--- src/rtl/monkey_hit_detector.sv ---
// Per-pixel collision detector between the monkey sprite and scene objects.
// Produces per-frame collision levels, first-hit pulses, the edge code of the
// first floor/rope contact and the rope contact offset.
module monkey_hit_detector #(
  parameter int OBJECT_WIDTH  = 32,
  parameter int OBJECT_HEIGHT = 32,
  parameter int EDGE_MARGIN   = 4
) (
  input  logic               clk,
  input  logic               resetN,
  input  logic               startOfFrame,
  input  logic [10:0]        pixelX,
  input  logic [10:0]        pixelY,
  input  logic signed [10:0] topLeftX,
  input  logic signed [10:0] topLeftY,
  input  logic               monkeyDR,
  input  logic               floorDR,
  input  logic               ropesDR,
  input  logic               fruitsDR,
  input  logic               targetDR,
  input  logic               enemyDR,
  input  logic               ropeDR,
  output logic               collision_f_floor,
  output logic               collision_f_ropes,
  output logic               collision_f_fruits,
  output logic               collision_f_target,
  output logic               collision_f_enemy,
  output logic               collision_f_rope,
  output logic               SingleHit_floor,
  output logic               SingleHit_ropes,
  output logic               SingleHit_fruits,
  output logic               SingleHit_target,
  output logic               SingleHit_enemy,
  output logic [3:0]         HitEdgeCode,
  output logic signed [10:0] ropePixelX,
  output logic [10:0]        ropePixelY
);

  // Class index order: {rope, enemy, target, fruits, ropes, floor}
  localparam int unsigned FLOOR = 0;
  localparam int unsigned ROPE  = 5;

  localparam logic signed [11:0] MARGIN_S = 12'(EDGE_MARGIN);
  localparam logic signed [11:0] X_HI_S   = 12'(OBJECT_WIDTH - EDGE_MARGIN);
  localparam logic signed [11:0] Y_HI_S   = 12'(OBJECT_HEIGHT - EDGE_MARGIN);
  localparam logic signed [11:0] HALF_W_S = 12'(OBJECT_WIDTH / 2);

  logic [5:0]         raw;
  logic [5:0]         first_hit;
  logic               edge_event;
  logic               edge_first;
  logic signed [11:0] off_x;
  logic signed [11:0] off_y;
  logic signed [11:0] rope_off_x;

  logic [5:0]  hit_frame_d,  hit_frame_q;
  logic        edge_frame_d, edge_frame_q;
  logic [5:0]  collision_d,  collision_q;
  logic [4:0]  single_hit_d, single_hit_q;
  logic [3:0]  edge_code_d,  edge_code_q;
  logic [10:0] rope_x_d,     rope_x_q;
  logic [10:0] rope_y_d,     rope_y_q;

  // Coincidence detection, offsets and next-state for all flags and latches
  always_comb begin
    raw = {6{monkeyDR}} & {ropeDR, enemyDR, targetDR, fruitsDR, ropesDR, floorDR};

    off_x      = $signed({1'b0, pixelX}) - $signed({topLeftX[10], topLeftX});
    off_y      = $signed({1'b0, pixelY}) - $signed({topLeftY[10], topLeftY});
    rope_off_x = off_x - HALF_W_S;

    // A hit in the startOfFrame cycle is the first hit of the new frame
    first_hit   = raw & (~hit_frame_q | {6{startOfFrame}});
    hit_frame_d = (hit_frame_q & ~{6{startOfFrame}}) | raw;

    // Floor and rope share one "first contact" flag so the edge code is
    // latched once per frame by whichever of the two arrives first
    edge_event   = raw[FLOOR] | raw[ROPE];
    edge_first   = edge_event & (~edge_frame_q | startOfFrame);
    edge_frame_d = (edge_frame_q & ~startOfFrame) | edge_event;

    single_hit_d = first_hit[4:0];
    collision_d  = startOfFrame ? (hit_frame_q | raw) : collision_q;

    edge_code_d = edge_code_q;
    if (edge_first) begin
      edge_code_d = {off_x < MARGIN_S, off_y < MARGIN_S,
                     off_x >= X_HI_S,  off_y >= Y_HI_S};
    end

    rope_x_d = rope_x_q;
    rope_y_d = rope_y_q;
    if (first_hit[ROPE]) begin
      rope_x_d = rope_off_x[10:0];
      rope_y_d = off_y[10:0];
    end
  end

  // State registers with asynchronous active-low clear
  always_ff @(posedge clk or negedge resetN) begin
    if (!resetN) begin
      hit_frame_q  <= '0;
      edge_frame_q <= 1'b0;
      collision_q  <= '0;
      single_hit_q <= '0;
      edge_code_q  <= '0;
      rope_x_q     <= '0;
      rope_y_q     <= '0;
    end else begin
      hit_frame_q  <= hit_frame_d;
      edge_frame_q <= edge_frame_d;
      collision_q  <= collision_d;
      single_hit_q <= single_hit_d;
      edge_code_q  <= edge_code_d;
      rope_x_q     <= rope_x_d;
      rope_y_q     <= rope_y_d;
    end
  end

  assign collision_f_floor  = collision_q[0];
  assign collision_f_ropes  = collision_q[1];
  assign collision_f_fruits = collision_q[2];
  assign collision_f_target = collision_q[3];
  assign collision_f_enemy  = collision_q[4];
  assign collision_f_rope   = collision_q[5];

  assign SingleHit_floor  = single_hit_q[0];
  assign SingleHit_ropes  = single_hit_q[1];
  assign SingleHit_fruits = single_hit_q[2];
  assign SingleHit_target = single_hit_q[3];
  assign SingleHit_enemy  = single_hit_q[4];

  assign HitEdgeCode = edge_code_q;
  assign ropePixelX  = $signed(rope_x_q);
  assign ropePixelY  = rope_y_q;

endmodule

--- config.mk ---
export PLATFORM = sky130hd
export DESIGN_NAME = monkey_hit_detector
export DESIGN_NICKNAME = d
export VERILOG_FILES = /design/src/rtl/monkey_hit_detector.sv
export SDC_FILE = /design/constraint.sdc
export NUM_CORES = 1
export LEC_CHECK = 0
export ABC_AREA = 0
export BUFFER_PORTS_ARGS = -buffer_cell sky130_fd_sc_hd__buf_2
export CAP_MARGIN = 40
export CORE_MARGIN = 5
export CORE_UTILIZATION = 50
export CTS_CLUSTER_DIAMETER = 30
export DETAILED_ROUTE_END_ITERATION = 6
export PLACE_DENSITY = 0.78
export RECOVER_POWER = 100
export SLEW_MARGIN = 20
export SYNTH_ARGS = -nofsm -noshare
export SYNTH_HDL_FRONTEND = slang
export SYNTH_SLANG_ARGS = --single-unit
export TNS_END_PERCENT = 1
--- constraint.sdc ---
create_clock -name clk -period 3.8 [get_ports clk]
set_clock_uncertainty 0.05 [all_clocks]
set_input_delay 0.95 -clock clk [delete_from_list [all_inputs] [get_ports clk]]
set_output_delay 0.95 -clock clk [all_outputs]
set_load 0.05 [all_outputs]
Word level (Yosys, flattened, before mapping)

Cells that the tools add are included.

Bits in registers: 44
Output and inout port bits: 37
Logic and storage cells: 29

$add $sub $neg: 3
$lt $le $gt $ge: 4
Bitwise operators: 15

Operators by type and width:

| kind                    | number |
|---|---|
| $ge A12 B6 Y1 const B   | 2 |
| $lt A12 B4 Y1 const B   | 2 |
| $sub A12 B11 Y12        | 2 |
| $and A6 B6 Y6           | 3 |
| $or A6 B6 Y6            | 3 |
| $not A6 Y6              | 2 |
| $sub A11 B6 Y11 const B | 1 |
| $or A1 B1 Y1            | 3 |
| $and A1 B1 Y1           | 2 |
| $not A1 Y1              | 2 |

Depth between registers and ports, before layout

Depth in word-level cells: 3
Mapped depth: 12
Mapped depth without buffers: 12

Worst setup path after synthesis

OpenSTA, ideal clock, no wires.

Kind: input -> register
Start: input port pixelX[0]
End: register rope_x_q[10], in the netlist ropePixelX[10]
Library setup time: 0.125 ns
Data arrival time: 2.962 ns
Data required time: 3.625 ns
Path slack: 0.663 ns
Stages on the path: 12
Buffers on the path: 0
Cell sequence: inv_1 ha_1 fa_1 nand2b_1 nand2_1 a21o_1 xor2_1 inv_1 ha_1 nand4_1 xnor2_1 mux2_2

Longest elaborated chain between the ends: 2

RTL lines:

| item                 | line | RTL |
|---|---|---|
| from (decl)          | 12   | `input logic [10:0] pixelX,` |
| $sub A12 B11 Y12     | 68   | `off_x = $signed({1'b0, pixelX}) - $signed({topLeftX[10], topLeftX});` |
| $sub A11 B6 Y11      | 70   | `rope_off_x = off_x - HALF_W_S;` |
| to (signal assigned) | 115  | `rope_x_q <= rope_x_d;` |
| to (decl)            | 61   | `logic [10:0] rope_x_d, rope_x_q;` |

Every way passes these cells.
A chain may end at the register's enable or synchronous reset.

Final worst setup path

Ends and elaborated chain as after synthesis.

==> reports/qor.csv <==
stage,metric,value,unit
routing,vias,2608,
clock_network,htree depth,2,
floorplan,I/O pins,91,
cells_and_area,nets,492,
synth,"Cell Area, Synth",2980,um^2
worst_setup_path,critical path class,in -> reg,
synth,number of unique standard cell types used by synthesis,54,
hold_path,min-delay src,hit_frame_q[0],
synth,ys async rst share,1.00,
clock_network,post-CTS setup buffers,0,
power,Logic pwr share,0.444,
cells_and_area,most frequent cells in the layout,"buf_2, dfrtp_1, clkbuf_1, inv_1, nand2_1",
cells_and_area,"leading cell type in the layout, fill and taps excluded",buf_2,
worst_setup_path,crit path from,pixelX[0],
routing,router iterations before antenna repair,4,
global_route,grt ovf,0,
global_route,global-route wire length before repair,11.0,mm
cells_and_area,Non-Filler Instances,487,
sta,final hold violation count,0,
sta,Peak Freq,0.290,GHz
power,Flop pwr share,0.342,
sta,worst hold margin,0.399,ns
global_route,largest net degree at the start of global routing,33,
sta,Setup Viol. Count Final,0,
place,placed wire-length estimate,5.38,mm
routing,final WL,6.60,mm
place,Cells after DPL,479,
clock_network,clock root cell,clkbuf_8,
place,RD Place Congestion,0.798,
worst_setup_path,critical path required time,3.93,ns
worst_setup_path,Worst path depth,11,
hold_path,worst min path class,reg -> reg,
floorplan,Core Region,5850,um^2
place,pre-CTS WS,0.277,ns
floorplan,Initial Utilization,0.509,
worst_setup_path,cell mode on critical path,nor3_1,
worst_setup_path,critical path peak fanout,5,
worst_setup_path,CP startpoint kind,input port,
routing,vias per std cell,5.36,
sta,minimum clock period after layout,3.45,ns
run_status,status,finished clean,
sta,Fin Setup TNS,0,ns
worst_setup_path,Worst setup EP type,register,
global_route,vias in the first global route,2492,
sta,Slew HR,0.106,
sta,fin crit share,0.907,
routing,drc violations,0,
worst_setup_path,Crit path arrival time,3.57,ns
worst_setup_path,Crit-path slowest cell,nor3_1,
flow_run,Max Cap Violations,0,
floorplan,row count,28,
sta,worst slew pin tran,1.34,ns
power,Pwr Density,509,nW/um^2
floorplan,Die Wd,87.2,um
cells_and_area,Area Growth Syn to Fin,19.1,%
worst_setup_path,reg2reg path depth,4,
clock_network,clock buffer depth,2,
cells_and_area,ANT cells,0,
power,Pleak,1.71,nW
floorplan,Die H,87.2,um
synth,Syn. warnings,0,
cells_and_area,share of layout cells above drive strength 1,0.199,
power,switching pwr,0.789,mW
synth,syn avg cell area,9.31,um^2
routing,wire per inst,13.6,um
sta,Max Slew Vio Count,0,
place,PortBufs,90,
sta,RSZ-0062 raised after global routing,false,
worst_setup_path,delay of the slowest critical-path stage,0.56,ns
floorplan,die area,7600,um^2
synth,"EDFF count, synth",0,
worst_setup_path,r2r startpoint,hit_frame_q[5],
power,Sw Share,0.437,
synth,#FFs+latches synth,44,
synth,"Primary FF master, synth",dfrtp_1,
clock_network,Skew-Pair Late Insertion Delay,0.29,ns
power,Clk pwr share,0.214,
global_route,GRT Resource Usage Total,0.179,
worst_setup_path,crit-path leading delay family,simple AND/OR/NAND/NOR gates,
worst_setup_path,worst-path cell chain,"buf_2, inv_1, ha_1, fa_1, nand2b_1, a21oi_1, nor3_1, nor3_1, nand4_1, xnor2_1, mux2_2",
hold_path,worst hold path cell count,1,
clock_network,TritonCTS clock tree,yes,
clock_network,Sinks on Clock Net,44,
clock_network,post-CTS sizing,0,
global_route,initial antenna violation count,0,
routing,Post-DRT Antenna Nets,0,
power,VDD IR max,0.243,mV
power,internal power,1.02,mW
routing,DR iter-0 viols,105,
sta,worst setup margin,0.355,ns
clock_network,hold_buf cts,0,
synth,synthesized instance count,320,
clock_network,"Reg clk slew, reported paths",0.08,ns
synth,sequential area share after synthesis,0.370,
worst_setup_path,worst path bufs/invs,2,
synth,syn_nets,401,
clock_network,CTS buffer count,5,
-- path summary, 6_finish.rpt --
kind                              endpoint  slack, ns
max                         ropePixelX[10]       0.35
min                        single_hit_q[0]       0.40
max reg2reg                  ropePixelX[5]       1.67
min reg2reg                single_hit_q[0]       0.40
max in group asynchronous   HitEdgeCode[3]       1.22
min in group asynchronous   hit_frame_q[5]       0.83
-- logic make-up after synthesis --
group,share of synthesized area
AO/OA/AOI/OAI,0.208
XOR/XNOR,0.0529
adder cells (fa/ha/maj),0.118
buffers and inverters,0.0588
flip-flops,0.370
multiplexers,0.0454
AND/OR/NAND/NOR,0.147
-- through the flow --
step                total power, mW  cell area, um^2  utilization
global route                   1.92             3550        0.606
detailed placement             1.46             3510        0.601
floorplan                      1.25             2980            -
global placement               1.44             3490        0.596
CTS                            1.86             3640        0.622
finish                         1.80             3550        0.606
-- flip-flops by register name, summed over array words and instances, names as in the netlist --
name,count
HitEdgeCode,4
single_hit_q,5
hit_frame_q,6
ropePixelX,11
collision_q,6
edge_frame_q,1
ropePixelY,11
-- power groups by stage --
| stage | Combinational, mW | Sequential (mW) | Clock [mW] |
|---|---|---|---|
| after floorplan | 0.310 | 0.941 | 0 |
| after global placement | 0.825 | 0.620 | 0 |
| after detailed placement | 0.840 | 0.625 | 0 |
| after CTS | 0.843 | 0.616 | 0.397 |
| after global routing | 0.868 | 0.632 | 0.417 |
| final | 0.801 | 0.617 | 0.386 |
-- metal layers --
| metal | wire, um | track usage |
|---|---|---|
| met5 | 0 | 0 |
| met4 | 68 | 0.0488 |
| met3 | 458 | 0.0274 |
| met2 | 3140 | 0.304 |
| met1 | 2940 | 0.238 |
-- worst register-to-register path, stage by stage, from the launching register on --
cell and delay [ns]:
dfrtp_1 0.36, nand2_1 0.07, nand3_1 0.11, clkbuf_1 0.99
mux2_2 0.43
-- cell usage after synthesis, drive strengths merged, types with 4 or more instances --
master	instances	area, um^2
dfrtp	44	1100
inv	35	131
nand2	31	116
ha	25	313
o21ai	25	125
a21oi	22	125
nor2	15	56.3
mux2	12	135
xnor2	12	105
nor3	8	45.0
clkbuf	7	36.3
a31oi	6	37.5
nand3	6	35.0
o21a	6	45.0
xor2	6	52.6
a21o	5	38.8
a211oi	4	30.0
nand4	4	25.0
o211ai	4	35.0
o31ai	4	30.0
-- cell type report --
cell class,instances,area [um^2]
flip-flops and latches,44,1100
clock buffers,7,96.3
inverters,35,131
multi-input cells,233,1690
well taps,75,93.8
fillers,545,2300
repair buffers,92,409
clock inverters,1,30.0
Power figures use the tool's default switching activity.
